### src/rtl/instr_mem_loader_if.sv
// Byte-stream, instruction-memory write and status signals of the boot loader.
// The master side is the byte source / system controller; the slave side is the loader.
interface instr_mem_loader_if;
    logic        load_start_i;
    logic        byte_valid_i;
    logic [7:0]  byte_data_i;
    logic        byte_ready_o;
    logic        mem_we_o;
    logic [31:0] mem_addr_o;
    logic [31:0] mem_wdata_o;
    logic        cpu_rst_o;
    logic        busy_o;
    logic        done_o;
    logic        err_o;

    modport master (
        output load_start_i, byte_valid_i, byte_data_i,
        input  byte_ready_o, mem_we_o, mem_addr_o, mem_wdata_o,
        input  cpu_rst_o, busy_o, done_o, err_o
    );

    modport slave (
        input  load_start_i, byte_valid_i, byte_data_i,
        output byte_ready_o, mem_we_o, mem_addr_o, mem_wdata_o,
        output cpu_rst_o, busy_o, done_o, err_o
    );
endinterface

### src/rtl/instr_mem_loader.sv
// Boot-time instruction memory loader: takes a length-prefixed little-endian
// byte stream, writes one 32-bit word per 4 bytes, checks a trailing XOR
// checksum and keeps the CPU in reset until a load has succeeded.
module instr_mem_loader #(
    parameter int          DEPTH_WORDS = 256,
    parameter logic [31:0] BASE_ADDR   = 32'h0000_0000
) (
    input logic          clk_i,
    input logic          rst_i,
    instr_mem_loader_if.slave bus
);
    typedef enum logic [2:0] {IDLE, LEN0, LEN1, DATA, CSUM, DONE, ERR} state_t;

    localparam logic [16:0] DEPTH_L = 17'(DEPTH_WORDS);

    state_t      state, state_n;
    logic [15:0] count;     // announced word count
    logic [15:0] widx;      // index of the next word to be written
    logic [1:0]  bpos;      // byte position inside the word being assembled
    logic [23:0] part;      // low three bytes of the word being assembled
    logic [7:0]  xsum;      // running XOR of all accepted bytes
    logic        ready_q, we_q, busy_q, done_q, err_q, cpu_rst_q;
    logic [31:0] addr_q, wdata_q;

    logic        take;
    logic [15:0] len;
    logic        last_word;

    assign take      = bus.byte_valid_i && ready_q;
    assign len       = {bus.byte_data_i, count[7:0]};
    // widx still holds the index of the word being completed at this point
    assign last_word = ({1'b0, widx} + 17'd1) == {1'b0, count};

    // Next-state decision from the current state and the byte handshake
    always_comb begin
        state_n = state;
        case (state)
            IDLE, DONE, ERR: if (bus.load_start_i) state_n = LEN0;
            LEN0: if (take) state_n = LEN1;
            LEN1: if (take) begin
                if ({1'b0, len} > DEPTH_L) state_n = ERR;
                else if (len == 16'd0)     state_n = CSUM;
                else                       state_n = DATA;
            end
            DATA: if (take && bpos == 2'd3 && last_word) state_n = CSUM;
            CSUM: if (take) state_n = (bus.byte_data_i == xsum) ? DONE : ERR;
            default: state_n = IDLE;
        endcase
    end

    // State register, state-derived outputs registered on entry, and word datapath
    always_ff @(posedge clk_i or posedge rst_i) begin
        if (rst_i) begin
            state     <= IDLE;
            count     <= '0;
            widx      <= '0;
            bpos      <= '0;
            part      <= '0;
            xsum      <= '0;
            ready_q   <= 1'b0;
            we_q      <= 1'b0;
            busy_q    <= 1'b0;
            done_q    <= 1'b0;
            err_q     <= 1'b0;
            cpu_rst_q <= 1'b1;
            addr_q    <= BASE_ADDR;
            wdata_q   <= '0;
        end else begin
            state     <= state_n;
            ready_q   <= state_n inside {LEN0, LEN1, DATA, CSUM};
            busy_q    <= state_n inside {LEN0, LEN1, DATA, CSUM};
            done_q    <= state_n == DONE;
            err_q     <= state_n == ERR;
            cpu_rst_q <= state_n != DONE;
            we_q      <= 1'b0;

            // the write cycle of the final word falls in CSUM, so the index
            // stops at the last written word
            if (we_q && state == DATA) widx <= widx + 16'd1;

            if (state_n == LEN0 && state != LEN0) begin
                xsum <= '0;
                widx <= '0;
                bpos <= '0;
            end

            if (take) begin
                case (state)
                    LEN0: begin
                        count[7:0] <= bus.byte_data_i;
                        xsum       <= xsum ^ bus.byte_data_i;
                    end
                    LEN1: begin
                        count[15:8] <= bus.byte_data_i;
                        xsum        <= xsum ^ bus.byte_data_i;
                    end
                    DATA: begin
                        xsum <= xsum ^ bus.byte_data_i;
                        bpos <= bpos + 2'd1;
                        if (bpos == 2'd3) begin
                            we_q    <= 1'b1;
                            addr_q  <= BASE_ADDR + {14'd0, widx, 2'b00};
                            wdata_q <= {bus.byte_data_i, part};
                        end else begin
                            part[{bpos, 3'b000} +: 8] <= bus.byte_data_i;
                        end
                    end
                    default: ;
                endcase
            end
        end
    end

    assign bus.byte_ready_o = ready_q;
    assign bus.mem_we_o     = we_q;
    assign bus.mem_addr_o   = addr_q;
    assign bus.mem_wdata_o  = wdata_q;
    assign bus.cpu_rst_o    = cpu_rst_q;
    assign bus.busy_o       = busy_q;
    assign bus.done_o       = done_q;
    assign bus.err_o        = err_q;
endmodule

### src/flat_wrapper.sv
// flat-port wrapper written by rule: the top's interface ports become plain ports
module instr_mem_loader_flat 
#(
    parameter int          DEPTH_WORDS = 256,
    parameter logic [31:0] BASE_ADDR   = 32'h0000_0000
)
  (clk_i, rst_i, bus_load_start_i, bus_byte_valid_i, bus_byte_data_i, bus_byte_ready_o, bus_mem_we_o, bus_mem_addr_o, bus_mem_wdata_o, bus_cpu_rst_o, bus_busy_o, bus_done_o, bus_err_o);
  instr_mem_loader_if bus_i ();
  input logic clk_i;
  input logic rst_i;
  input wire logic [$bits(bus_i.load_start_i)-1:0] bus_load_start_i;
  input wire logic [$bits(bus_i.byte_valid_i)-1:0] bus_byte_valid_i;
  input wire logic [$bits(bus_i.byte_data_i)-1:0] bus_byte_data_i;
  output wire logic [$bits(bus_i.byte_ready_o)-1:0] bus_byte_ready_o;
  output wire logic [$bits(bus_i.mem_we_o)-1:0] bus_mem_we_o;
  output wire logic [$bits(bus_i.mem_addr_o)-1:0] bus_mem_addr_o;
  output wire logic [$bits(bus_i.mem_wdata_o)-1:0] bus_mem_wdata_o;
  output wire logic [$bits(bus_i.cpu_rst_o)-1:0] bus_cpu_rst_o;
  output wire logic [$bits(bus_i.busy_o)-1:0] bus_busy_o;
  output wire logic [$bits(bus_i.done_o)-1:0] bus_done_o;
  output wire logic [$bits(bus_i.err_o)-1:0] bus_err_o;
  assign bus_i.load_start_i = bus_load_start_i;
  assign bus_i.byte_valid_i = bus_byte_valid_i;
  assign bus_i.byte_data_i = bus_byte_data_i;
  assign bus_byte_ready_o = bus_i.byte_ready_o;
  assign bus_mem_we_o = bus_i.mem_we_o;
  assign bus_mem_addr_o = bus_i.mem_addr_o;
  assign bus_mem_wdata_o = bus_i.mem_wdata_o;
  assign bus_cpu_rst_o = bus_i.cpu_rst_o;
  assign bus_busy_o = bus_i.busy_o;
  assign bus_done_o = bus_i.done_o;
  assign bus_err_o = bus_i.err_o;
  instr_mem_loader #(.DEPTH_WORDS(DEPTH_WORDS), .BASE_ADDR(BASE_ADDR)) u_core (.clk_i(clk_i), .rst_i(rst_i), .bus(bus_i));
endmodule
### config.mk
export PLATFORM = sky130hd
export DESIGN_NAME = instr_mem_loader_flat
export DESIGN_NICKNAME = d
export VERILOG_FILES = /design/src/rtl/instr_mem_loader_if.sv /design/src/rtl/instr_mem_loader.sv /design/src/flat_wrapper.sv
export SDC_FILE = /design/constraint.sdc
export NUM_CORES = 1
export LEC_CHECK = 0
export CAP_MARGIN = 20
export CORE_ASPECT_RATIO = 0.8
export CORE_UTILIZATION = 40
export DETAILED_ROUTE_END_ITERATION = 12
export SLEW_MARGIN = 20
export SYNTH_ARGS = -nofsm -noshare
export SYNTH_HDL_FRONTEND = slang
export SYNTH_SLANG_ARGS = --single-unit
### constraint.sdc
create_clock -name clk_i -period 5 [get_ports clk_i]
set_input_delay 0.5 -clock clk_i [delete_from_list [all_inputs] [get_ports clk_i]]
set_output_delay 0.5 -clock clk_i [all_outputs]
set_load 0.01 [all_outputs]
==> metrics.md <==
| Metric | Value |
|---|---|
| Outcome | finished, violations left |
| Violated checks | DRC |
| Worst Path Class, Setup | reg2reg |
| Hold-fix buffer count after cts | 0 |
| Row Count | 39 |
| Kind of capture point of the worst setup path | flop |
| First drt pass iteration count | 9 |
| Number of antenna-violating nets in the routed design | 0 |
| Number of synthesized register bits | 122 |
| Number of synthesized flops with an enable pin | 0 |
| Via-per-instance ratio | 5.15 |
| Antenna violations before repair | 0 |
| Met2 Usage GRT | 0.272 |
| Power Density | 558 nW/µm² |
| Height of the die | 111 µm |
| Top-count cell post-synth | sky130_fd_sc_hd__dfrtp_1 |
| Maximum fanout count along the critical path | 6 |
| Proportion of power drawn by flip-flops and latches | 0.377 |
| Prevailing post-synth register cell | sky130_fd_sc_hd__dfrtp_1 |
| # IOs | 82 |
| Number of design rule violations left after detail routing | 15 |
| Number of global-route vias before repair | 4216 |
| Die Width | 138 µm |
| Top post-synthesis cells by count | sky130_fd_sc_hd__dfrtp_1 (121), sky130_fd_sc_hd__nand2_1 (80), sky130_fd_sc_hd__mux2_2 (63) |
| Number of I/O port buffers | 65 |
| Largest incremental delay on the critical path | 0.59 ns |
| Startpoint type of the worst setup path | flop |
| Length in cells of the worst reg-to-reg path | 9 |
| Cell count after synthesis | 560 |
| Met3 track utilization from global routing | 0.0467 |
| Yosys warning count | 0 |
| Min-Delay Path Depth | 2 |
| Number of DRC markers after the initial detailed-route iteration | 178 |
| Number of buffers and inverters on the critical path | 0 |
| Clock Skew | 0.00591 ns |
| Clock root buffer | sky130_fd_sc_hd__clkbuf_16 |
| Post-detailed-route wirelength per cell | 15.6 µm |
| Int Pwr | 2.87 mW |
| Combinational cell fraction of total power | 0.285 |
| Number of instances resized during post-cts repair | 0 |
| Worst reg2reg endpoint | u_core.bus.err_o |
| Worst hold path class | reg2reg |
| Combined global-route utilization of all metal layers | 0.178 |
| RR Startpoint | u_core.widx[0] |
| Post-synth top area cell | sky130_fd_sc_hd__dfrtp_1 |
| Clock tree from TritonCTS | yes |
| Max-capacitance violation count | 0 |
| CP max-delay cell | sky130_fd_sc_hd__or4_1 |
| Diodes inserted | 0 |
| Final layout net count | 630 |
| Part of the Yosys area used for sequential elements | 0.512 |
| Count of H-tree levels built during CTS | 4 |
| Busiest metal layer after global routing | met2 |
| Part of the total power dissipated in the clock network | 0.339 |
| Worst Hold Path EP | u_core.part[22] |
| Ordered cell list for the critical path | ha_1, nand3_1, or4_1, a21oi_1, o22ai_1, nor4_2, nor3_1, or3_4, and2_1 |
| Mean Syn Cell Area | 10.6 µm² |
| Maximum operating frequency | 331 MHz |
| Area contributors post-synth | sky130_fd_sc_hd__dfrtp_1 (51%), sky130_fd_sc_hd__mux2_2 (12%), sky130_fd_sc_hd__xnor2_1 (5.3%), sky130_fd_sc_hd__nand2_1 (5.0%), sky130_fd_sc_hd__o21ai_0 (4.1%) |
| Final setup vio count | 0 |
| RSZ-0062 raised after global routing | no |
| Clock latency on the worst-skew pair | 0.42 ns |
| First-pass GRT wire length | 21400 µm |
| Routability congestion estimate | 0.810 |
| Worst endpoint required time | 5.30 ns |
| Met1 track utilization from global routing | 0.240 |
| Portion of the clock cycle consumed by the worst path in the final layout | 0.604 |
| Worst setup slack for register-to-register paths | 1.98 ns |
| Largest net degree at the start of global routing | 75 |
| Core outline area | 14400 µm² |
| Clock slew at the register clock pins of the worst setup and hold paths | 0.05 ns |
| Post-synth design cell area | 5960 µm² |
| Area of the die | 15400 µm² |
| Post-Route Setup TNS | 0 ns |
| DPL Wire Length | 8430 µm |
| Fraction of registers with async set or reset after synthesis | 1.00 |
| Final wirelength | 12600 µm |
| Total congestion overflow | 0 |
| Cell Area, Placed | 6600 µm² |
| Post-CTS Setup Bufs | 0 |
| Max VDD drop | 0.269 mV |
| P_leak | 3.08 nW |
| Post-layout min period | 3.02 ns |
| Area fraction of the dominant cell type after synthesis | 0.508 |
| Total clock buffers created by CTS | 17 |
| Number of buffers between clock root and the deepest sink | 2 |
| Clk sink count | 122 |
| Fraction of final layout cells sized beyond drive strength 1 | 0.178 |
| Worst Hold Slack | 0.478 ns |
| Worst slew pin tran | 1.21 ns |
| Switching power total | 1.19 mW |
| Fraction of power spent switching nets | 0.292 |
| Post-synth cell types | 53 |
| Max-slew violations | 0 |
| Cell family contributing the most delay on the critical path | simple AND/OR/NAND/NOR gates |
| Final cell area excluding filler cells | 7260 µm² |
| Area grow syn2layout | 21.8% |
| Signal arrival time at the worst endpoint | 3.32 ns |
| Final core area utilization | 0.504 |
| Starting density of the core | 0.414 |
| Slew HR | 0.194 |
| Overall via count from detail_route | 4163 |
| Worst Hold Launch | u_core.part[22] |
| Final hold viol count | 0 |
[through the flow]
step	power (mW)	instances	worst slack, ns
5_1_grt	4.30	809	1.78
2_1_floorplan	2.23	575	1.26
6_report	4.05	809	1.98
3_5_place_dp	2.70	777	1.75
4_1_cts	4.10	809	1.98
3_3_place_gp	2.67	777	1.86
[layer usage]
metal,wire length (µm),vias to the layer above
li1,-,1987
met1,6030,2061
met2,5800,99
met3,581,16
met4,211,0
met5,0,-
[worst max-delay path by stage]
stage / start / to / slack [ns] / cells past startpoint
6_report: u_core.widx[0] / u_core.bus.err_o / 1.98 / 9
5_1_grt: u_core.widx[0] / u_core.bus.err_o / 1.78 / 9
4_1_cts: u_core.widx[0] / u_core.bus.err_o / 1.98 / 9
3_5_place_dp: bus_byte_data_i[6] / u_core.xsum[7] / 1.75 / 10
3_3_place_gp: bus_byte_data_i[3] / u_core.xsum[3] / 1.86 / 10
2_1_floorplan: rst_i / u_core.bpos[0] / 1.26 / 1
[worst reg2reg max path, cell delays in order, from the launching register on]
cell,delay (ns)
sky130_fd_sc_hd__dfrtp_1,0.51
sky130_fd_sc_hd__ha_1,0.27
sky130_fd_sc_hd__nand3_1,0.19
sky130_fd_sc_hd__or4_1,0.59
sky130_fd_sc_hd__a21oi_1,0.14
sky130_fd_sc_hd__o22ai_1,0.12
sky130_fd_sc_hd__nor4_2,0.39
sky130_fd_sc_hd__nor3_1,0.13
sky130_fd_sc_hd__or3_4,0.40
sky130_fd_sc_hd__and2_1,0.16
[power groups by stage]
| stage | Clock [mW] | Sequential, mW | Combinational [mW] |
|---|---|---|---|
| floorplan | 0 | 1.53 | 0.696 |
| global placement | 0 | 1.53 | 1.14 |
| detailed placement | 0 | 1.55 | 1.16 |
| CTS | 1.40 | 1.53 | 1.17 |
| global route | 1.45 | 1.58 | 1.27 |
| finish | 1.37 | 1.53 | 1.15 |
[layout make-up]
cell class                      instances  area (µm²)
Clock buffer                           19         443
Clock inverter                         13         223
Fill cell                            1255        7130
Inverter                                7        28.8
Multi-Input combinational cell        396        2610
Sequential cell                       122        3050
Tap cell                              184         230
Timing Repair Buffer                   68         673
[cell usage in the layout (no fill, tap or decap), types with 3 or more instances in the layout]
cell | netlist | final
sky130_fd_sc_hd__nor3_1 | 11 | 11
sky130_fd_sc_hd__xor2_1 | 11 | 11
sky130_fd_sc_hd__mux2_2 | 63 | 63
sky130_fd_sc_hd__nand2_1 | 80 | 79
sky130_fd_sc_hd__and2_1 | 4 | 4
sky130_fd_sc_hd__nand3_1 | 14 | 14
sky130_fd_sc_hd__nand4_1 | 6 | 6
sky130_fd_sc_hd__conb_1 | 1 | 16
sky130_fd_sc_hd__xnor2_1 | 36 | 36
sky130_fd_sc_hd__clkinv_2 | 0 | 4
sky130_fd_sc_hd__bufinv_16 | 0 | 6
sky130_fd_sc_hd__or3_1 | 3 | 3
sky130_fd_sc_hd__clkbuf_16 | 0 | 17
sky130_fd_sc_hd__inv_1 | 7 | 6
sky130_fd_sc_hd__nor4_1 | 8 | 8
sky130_fd_sc_hd__nor2_1 | 41 | 41
sky130_fd_sc_hd__a21oi_1 | 7 | 7
sky130_fd_sc_hd__dfrtp_1 | 121 | 121
sky130_fd_sc_hd__clkdlybuf4s50_1 | 0 | 65
sky130_fd_sc_hd__ha_1 | 6 | 6
sky130_fd_sc_hd__nor3b_1 | 5 | 5
sky130_fd_sc_hd__buf_4 | 21 | 3
sky130_fd_sc_hd__nor2b_1 | 3 | 3
sky130_fd_sc_hd__o21ai_0 | 49 | 49
sky130_fd_sc_hd__clkinvlp_4 | 0 | 3
sky130_fd_sc_hd__nand3b_1 | 3 | 3
[sequential cells by signal (all words and copies together), names as in the netlist, 2 cells and up]
signal / flops
u_core.count: 16
u_core.bus.mem_addr_o: 16
u_core.bpos: 2
u_core.bus.mem_wdata_o: 32
u_core.state: 3
u_core.widx: 16
u_core.part: 24
u_core.xsum: 8
[logic make-up (layout without fill, tap and decap cells)]
family	count (synthesis)	after routing	synth area share
buf+inv	57	107	0.0598
flops	122	122	0.512
compound gates	71	71	0.0682
simple gates	192	192	0.157
other cells	1	16	0.000629
mux	64	64	0.121
xor+xnor	47	47	0.0691
fa+ha+maj	6	6	0.0126
Power figures use the tool's default switching activity.
